--- src/rtl/usbh_report_arbiter_pkg.sv ---
// usbh_report_arbiter_pkg
// Shared types and constants for the two-player USB report arbiter.
//   arb_state_t          : pass sequencer state (IDLE, ISSUE, WAIT, CAPTURE)
//   c_slot_bits          : width of a slot index (two slots)
//   c_timeout_cycles     : silence timeout in clocks for the default clock/timeout
//   c_timeout_bits       : counter width able to hold c_timeout_cycles
//   calc_timeout_cycles  : timeout in clocks for a given clock rate and timeout
package usbh_report_arbiter_pkg;

  typedef enum logic [1:0] {
    IDLE    = 2'd0,
    ISSUE   = 2'd1,
    WAIT    = 2'd2,
    CAPTURE = 2'd3
  } arb_state_t;

  localparam int c_slot_bits      = 1;
  localparam int c_def_clk_hz     = 48000000;
  localparam int c_def_timeout_ms = 100;

  localparam int c_timeout_cycles = c_def_clk_hz / 1000 * c_def_timeout_ms;
  localparam int c_timeout_bits   = $clog2(c_timeout_cycles + 1);

  // Divide before multiplying so 48 MHz x 100 ms stays inside 32 bits.
  function automatic int calc_timeout_cycles(input int clk_hz, input int timeout_ms);
    return clk_hz / 1000 * timeout_ms;
  endfunction

endpackage

--- src/rtl/usbh_report_slot.sv ---
// usbh_report_slot
// Per-player report holding slot: latest report buffer, pending flag,
// silence timeout counter and connected flag.
// Ports:
//   i_clk, i_rstn    : clock, asynchronous active-low reset
//   i_report         : report from the host core
//   i_report_valid   : one-cycle strobe qualifying i_report
//   i_take           : arbiter copies the buffer this cycle (clears pending)
//   o_buffer         : latest report (zero while disconnected)
//   o_pending        : a report arrived that has not been decoded yet
//   o_connected      : a report arrived within the timeout
//   o_expire         : one-cycle pulse on the cycle the timeout is reached
module usbh_report_slot
  import usbh_report_arbiter_pkg::*;
#(
  parameter int c_report_bits    = 160,
  parameter int c_timeout_cycles = usbh_report_arbiter_pkg::c_timeout_cycles,
  parameter int c_timeout_bits   = usbh_report_arbiter_pkg::c_timeout_bits
) (
  input  logic                     i_clk,
  input  logic                     i_rstn,
  input  logic [c_report_bits-1:0] i_report,
  input  logic                     i_report_valid,
  input  logic                     i_take,
  output logic [c_report_bits-1:0] o_buffer,
  output logic                     o_pending,
  output logic                     o_connected,
  output logic                     o_expire
);

  localparam logic [c_timeout_bits-1:0] c_term    = c_timeout_bits'(c_timeout_cycles);
  localparam logic [c_timeout_bits-1:0] c_term_m1 = c_timeout_bits'(c_timeout_cycles - 1);

  logic [c_timeout_bits-1:0] tmo_cnt;

  // A fresh report on the would-be expiry cycle keeps the slot alive.
  assign o_expire = !i_report_valid && (tmo_cnt == c_term_m1);

  // The counter resets to terminal count so a slot is disconnected until its
  // first report.
  always_ff @(posedge i_clk or negedge i_rstn) begin
    if (!i_rstn) begin
      tmo_cnt     <= c_term;
      o_buffer    <= '0;
      o_connected <= 1'b0;
    end else if (i_report_valid) begin
      tmo_cnt     <= '0;
      o_buffer    <= i_report;
      o_connected <= 1'b1;
    end else if (tmo_cnt != c_term) begin
      tmo_cnt <= tmo_cnt + 1'b1;
      if (o_expire) begin
        o_connected <= 1'b0;
        o_buffer    <= '0;
      end
    end
  end

  // Set beats clear: a report landing on the copy cycle stays pending so the
  // new data gets its own pass.
  always_ff @(posedge i_clk or negedge i_rstn) begin
    if (!i_rstn) begin
      o_pending <= 1'b0;
    end else if (i_report_valid) begin
      o_pending <= 1'b1;
    end else if (i_take) begin
      o_pending <= 1'b0;
    end
  end

endmodule

--- src/rtl/usbh_report_arbiter.sv ---
// usbh_report_arbiter
// Time-shares one report decoder between two USB host report streams and
// demultiplexes the decoded NES buttons into per-player registers.
// Ports:
//   i_clk, i_rstn               : USB core clock, asynchronous active-low reset
//   i_report0/1, *_valid        : latest report and strobe from host 0/1
//   o_dec_report                : report presented to the decoder, held per pass
//   o_dec_report_valid          : one-cycle decoder start strobe
//   i_dec_btn                   : decoder button output
//   o_btn0, o_btn1              : player 0/1 NES buttons
//   o_connected                 : bit N set while slot N is reporting
module usbh_report_arbiter
  import usbh_report_arbiter_pkg::*;
#(
  parameter int c_clk_hz      = 48000000,
  parameter int c_report_bits = 160,
  parameter int c_dec_latency = 2,
  parameter int c_timeout_ms  = 100
) (
  input  logic                     i_clk,
  input  logic                     i_rstn,
  input  logic [c_report_bits-1:0] i_report0,
  input  logic                     i_report0_valid,
  input  logic [c_report_bits-1:0] i_report1,
  input  logic                     i_report1_valid,
  output logic [c_report_bits-1:0] o_dec_report,
  output logic                     o_dec_report_valid,
  input  logic [7:0]               i_dec_btn,
  output logic [7:0]               o_btn0,
  output logic [7:0]               o_btn1,
  output logic [1:0]               o_connected
);

  localparam int c_tmo_cycles = calc_timeout_cycles(c_clk_hz, c_timeout_ms);
  localparam int c_tmo_bits   = $clog2(c_tmo_cycles + 1);

  // WAIT spans c_dec_latency-1 cycles; the counter marks its last cycle.
  localparam int c_wait_bits = (c_dec_latency > 2) ? $clog2(c_dec_latency) : 1;
  localparam logic [c_wait_bits-1:0] c_wait_last = c_wait_bits'(c_dec_latency - 2);

  arb_state_t state, state_nxt;
  logic [c_wait_bits-1:0] wait_cnt;
  logic [c_slot_bits-1:0] sel_q, sel_nxt, rr_ptr;

  logic [c_report_bits-1:0] buf0, buf1;
  logic pend0, pend1, conn0, conn1, expire0, expire1, take0, take1;

  usbh_report_slot #(
    .c_report_bits   (c_report_bits),
    .c_timeout_cycles(c_tmo_cycles),
    .c_timeout_bits  (c_tmo_bits)
  ) u_slot0 (
    .i_clk         (i_clk),
    .i_rstn        (i_rstn),
    .i_report      (i_report0),
    .i_report_valid(i_report0_valid),
    .i_take        (take0),
    .o_buffer      (buf0),
    .o_pending     (pend0),
    .o_connected   (conn0),
    .o_expire      (expire0)
  );

  usbh_report_slot #(
    .c_report_bits   (c_report_bits),
    .c_timeout_cycles(c_tmo_cycles),
    .c_timeout_bits  (c_tmo_bits)
  ) u_slot1 (
    .i_clk         (i_clk),
    .i_rstn        (i_rstn),
    .i_report      (i_report1),
    .i_report_valid(i_report1_valid),
    .i_take        (take1),
    .o_buffer      (buf1),
    .o_pending     (pend1),
    .o_connected   (conn1),
    .o_expire      (expire1)
  );

  assign o_connected = {conn1, conn0};

  // State register; reset aborts any pass in flight.
  always_ff @(posedge i_clk or negedge i_rstn) begin
    if (!i_rstn) begin
      state <= IDLE;
    end else begin
      state <= state_nxt;
    end
  end

  // Passes run back to back; with nothing pending, the slot at the pointer gets
  // a refresh pass so decoder autofire keeps toggling.
  always_comb begin
    state_nxt = state;
    case (state)
      IDLE:    state_nxt = ISSUE;
      ISSUE:   state_nxt = WAIT;
      WAIT:    if (wait_cnt == c_wait_last) state_nxt = CAPTURE;
      CAPTURE: state_nxt = IDLE;
      default: state_nxt = IDLE;
    endcase
  end

  // Fresh reports take priority; ties and refreshes follow the round-robin pointer.
  always_comb begin
    sel_nxt = rr_ptr;
    if (pend0 && !pend1) begin
      sel_nxt = 1'b0;
    end else if (pend1 && !pend0) begin
      sel_nxt = 1'b1;
    end
    o_dec_report_valid = (state == ISSUE);
    take0 = (state == IDLE) && (sel_nxt == 1'b0);
    take1 = (state == IDLE) && (sel_nxt == 1'b1);
  end

  // o_dec_report loads only on the IDLE exit edge because the decoder's
  // autofire path reads it combinationally for the whole pass.
  always_ff @(posedge i_clk or negedge i_rstn) begin
    if (!i_rstn) begin
      sel_q        <= '0;
      rr_ptr       <= '0;
      o_dec_report <= '0;
      wait_cnt     <= '0;
    end else begin
      if (state == IDLE) begin
        sel_q        <= sel_nxt;
        rr_ptr       <= ~sel_nxt;
        o_dec_report <= (sel_nxt == 1'b1) ? buf1 : buf0;
      end
      if (state == WAIT) begin
        wait_cnt <= wait_cnt + 1'b1;
      end else begin
        wait_cnt <= '0;
      end
    end
  end

  // Expiry wins over a capture landing on the same edge; disconnected slots
  // always capture zero.
  always_ff @(posedge i_clk or negedge i_rstn) begin
    if (!i_rstn) begin
      o_btn0 <= '0;
      o_btn1 <= '0;
    end else begin
      if (expire0) begin
        o_btn0 <= '0;
      end else if (state == CAPTURE && sel_q == 1'b0) begin
        o_btn0 <= conn0 ? i_dec_btn : 8'h00;
      end
      if (expire1) begin
        o_btn1 <= '0;
      end else if (state == CAPTURE && sel_q == 1'b1) begin
        o_btn1 <= conn1 ? i_dec_btn : 8'h00;
      end
    end
  end

endmodule

--- config.mk ---
export PLATFORM = sky130hd
export DESIGN_NAME = usbh_report_arbiter
export DESIGN_NICKNAME = d
export VERILOG_FILES = /design/src/rtl/usbh_report_arbiter_pkg.sv /design/src/rtl/usbh_report_slot.sv /design/src/rtl/usbh_report_arbiter.sv
export SDC_FILE = /design/constraint.sdc
export NUM_CORES = 1
export LEC_CHECK = 0
export CAP_MARGIN = 20
export CORE_MARGIN = 2
export CORE_UTILIZATION = 35
export DETAILED_ROUTE_END_ITERATION = 6
export PLACE_DENSITY = 0.67
export SLEW_MARGIN = 20
export SYNTH_ARGS = -nofsm -noshare
export SYNTH_HDL_FRONTEND = slang
export SYNTH_SLANG_ARGS = --single-unit
--- constraint.sdc ---
create_clock -name i_clk -period 2.75 [get_ports i_clk]
set_input_delay 0.4125 -clock i_clk [delete_from_list [all_inputs] [get_ports i_clk]]
set_output_delay 0.4125 -clock i_clk [all_outputs]
set_load 0.05 [all_outputs]
==> impl_metrics.env <==
export IMPL_avgRoutedWirePerCell_um=20.99
export IMPL_switchingPower_mw=6.005
export IMPL_synthArstFlopShare=1.000
export IMPL_cts_sinks=551
export IMPL_achievable_frequency_mhz=379.8
export IMPL_drtPass1Iterations=5
export IMPL_track_usage=0.2045
export IMPL_outcome="finished clean"
export IMPL_initial_core_util=0.3527
export IMPL_crit_arrival_ns=2.22
export IMPL_swShare=0.2792
export IMPL_cp_start_kind="flop"
export IMPL_via_count=17711
export IMPL_coreArea_mm2=0.06423
export IMPL_fin_tns_setup_ns=0
export IMPL_leakagePower_nw=13.08
export IMPL_rows=93
export IMPL_clkTransAtPathRegs_ns=0.06
export IMPL_combPwrFrac=0.177
export IMPL_dp_hpwl_um=43170
export IMPL_rsz0062_at_grt="no"
export IMPL_crit_family="buffers and inverters"
export IMPL_crit_type="flop to output port"
export IMPL_hold_viol_final=0
export IMPL_fillers=5732
export IMPL_finalNetCount=2757
export IMPL_die_area_mm2=0.06678
export IMPL_drc=0
export IMPL_met3_usage=0.04763
export IMPL_synth_edf_count=0
export IMPL_insertion_delay_ns=0.62
export IMPL_clock_power_share=0.389
export IMPL_cts_tree="done"
export IMPL_hold_class="input port to flop"
export IMPL_cp_slowest_cell="clkdlybuf4s50_1"
export IMPL_cts_htree_levels=2
export IMPL_yosysMostFrequentCell="dfrtp_1"
export IMPL_cts_buffers=59
export IMPL_syn_area_mm2=0.02266
export IMPL_p_per_area_mw_per_mm2=698.1
export IMPL_yosysSeqAreaShare=0.6095
export IMPL_finalMaxSlewViolations=0
export IMPL_cap_violations=0
export IMPL_utilization=0.4797
export IMPL_ys_ff_latch=551
export IMPL_grt_overflow=0
export IMPL_max_stage_delay_ns=0.84
export IMPL_ios=511
export IMPL_post_cts_setup_buffer_count=0
export IMPL_syn_instance_count=1970
export IMPL_synth_flop_cell="dfrtp_1"
export IMPL_die_w_um=258.4
export IMPL_setup_viol=0
export IMPL_final_antenna_net_count=0
export IMPL_gp_congestion=0.8232
export IMPL_gr_max_usage_layer="met2"
export IMPL_critPathBufInv=2
export IMPL_grt_met2_usage=0.3368
export IMPL_worstMarginPinSlew_ns=1.114
export IMPL_post_cts_resized=0
export IMPL_first_global_vias=18730
export IMPL_power_internal_mw=15.50
export IMPL_area_growth_synth_to_final_pct=36.00
export IMPL_synth_fp_nets=2311
export IMPL_port_buffers=510
export IMPL_hold_buffers=1
export IMPL_synthTopCellsByCount="dfrtp_1, nand2_1, o21ai_0"
export IMPL_crit_required_ns=2.34
export IMPL_yosys_area_top_type_share=0.5909
export IMPL_clock_path_buffers=3
export IMPL_grt_pass1_wl_um=108500
export IMPL_met1_usage=0.2619
export IMPL_ir_drop_uv=468.7
export IMPL_die_y_um=258.4
export IMPL_crit_fanout=4
export IMPL_drt_iter0_markers=1306
export IMPL_drive_gt1_frac=0.06734
export IMPL_cp_end_kind="output port"
export IMPL_antenna_found_initial=14
export IMPL_finClkSkew_ns=0.02115
export IMPL_crit_chain="inv_1 -> ha_1 -> clkdlybuf4s50_1"
export IMPL_relSlewSlack=0.2575
export IMPL_fin_crit_sh=0.9574
export IMPL_power_frac_seq=0.433
export IMPL_cts_root_buf="clkbuf_16"
export IMPL_viasPerCell=5.317
export IMPL_grt_max_degree=164
export IMPL_period_needed_ns=2.633
export IMPL_drt_wl_total_um=69920
export IMPL_synth_area_top_cells="dfrtp_1, a221o_1, a22o_1"
export IMPL_yosys_area_top_type="dfrtp_1"
export IMPL_synth_avg_cell_area_um2=11.50
export IMPL_yosys_warnings=0
export IMPL_synthDistinctLibCells=45
## registers in the layout, indices dropped and copies added, names as in the netlist, 2 cells and up
register and count:
u_slot0.tmo_cnt 23, u_slot1.o_buffer 160, u_slot0.o_buffer 160, o_btn0 8, state 2, o_btn1 8, u_slot1.tmo_cnt 23, o_dec_report 160
## cell families (layout without fill, tap and decap cells)
kind of cell,after synthesis,count (layout),share of synthesized area
other,0,11,0
DFF,551,551,0.6095
AOI/OAI and AO/OA,553,553,0.1864
adders and majority gates,10,10,0.005412
buffers and inverters,175,670,0.03142
xor gates and xnor gates,18,18,0.006959
and+or+nand+nor,659,659,0.1583
muxes,4,4,0.001988
## per-layer routing
metal  share of wire  up-vias
li1                -     7961
met1            0.42     8968
met2            0.48      634
met3           0.070      142
met4           0.033        6
met5         0.00072        -
## layout by cell type, fill, tap and decap left out, types with 13 or more instances in the layout
cell / n
nand2b_1: 161
o31ai_1: 13
buf_12: 20
clkbuf_16: 59
dfrtp_1: 535
nor2_1: 30
a221o_1: 160
a21oi_1: 40
or4_1: 13
a22o_1: 160
nand2_1: 195
o21ai_0: 173
clkdlybuf4s50_1: 507
buf_4: 14
dfstp_2: 16
nand3_1: 32
inv_1: 15
nor2b_1: 166
nand4_1: 13
## power by group through the flow
| stage | sequential, mW | combinational (mW) | clock [mW] |
|---|---|---|---|
| 2_1_floorplan | 10.5 | 0.988 | 0 |
| 3_3_place_gp | 9.43 | 3.77 | 0 |
| 3_5_place_dp | 9.45 | 3.82 | 0 |
| 4_1_cts | 9.32 | 3.84 | 8.57 |
| 5_1_grt | 9.41 | 4.05 | 8.89 |
| 6_report | 9.32 | 3.82 | 8.37 |
## worst paths after layout
kind | depth (start not counted) | to | start | slack, ns
max | 3 | o_dec_report_valid | state[1] | 0.12
min | 2 | u_slot0.tmo_cnt[4] | i_report0_valid | 0.20
max reg2reg | 5 | u_slot1.o_buffer[49] | u_slot1.tmo_cnt[22] | 0.45
min reg2reg | 1 | wait_cnt | wait_cnt | 0.45
max in group asynchronous | 3 | u_slot1.o_buffer[106] | i_rstn | 1.37
min in group asynchronous | 2 | u_slot0.o_buffer[69] | i_rstn | 0.40
## layout make-up
cell class | instances | area [µm²] | share of cell area
diodes | 11 | 27.53 | 0.0008934
clock buffers | 81 | 1669 | 0.05417
repair buffers | 545 | 5632 | 0.1828
clock inverters | 29 | 375.4 | 0.01218
well taps | 855 | 1070 | 0.03472
inverters | 15 | 56.30 | 0.001827
flip-flops and latches | 551 | 13810 | 0.4482
multi-input cells | 1244 | 8173 | 0.2653
## per-stage QoR
stage / area, µm² / power [mW] / setup WS, ns / std cells / hold WS, ns
final: 30810 / 21.51 / 0.1171 / 3331 / 0.1970
after global routing: 30800 / 22.35 / 0.05191 / 3327 / 0.1946
after CTS: 30780 / 21.73 / 0.07833 / 3320 / 0.1675
after detailed placement: 28730 / 13.27 / 0.4609 / 3209 / 0.4497
after global placement: 28730 / 13.20 / 0.4839 / 3209 / 0.4374
after floorplan: 22660 / 11.48 / 0.7716 / 1970 / 0.1169
Note: power is estimated with default switching activity, not from simulation.
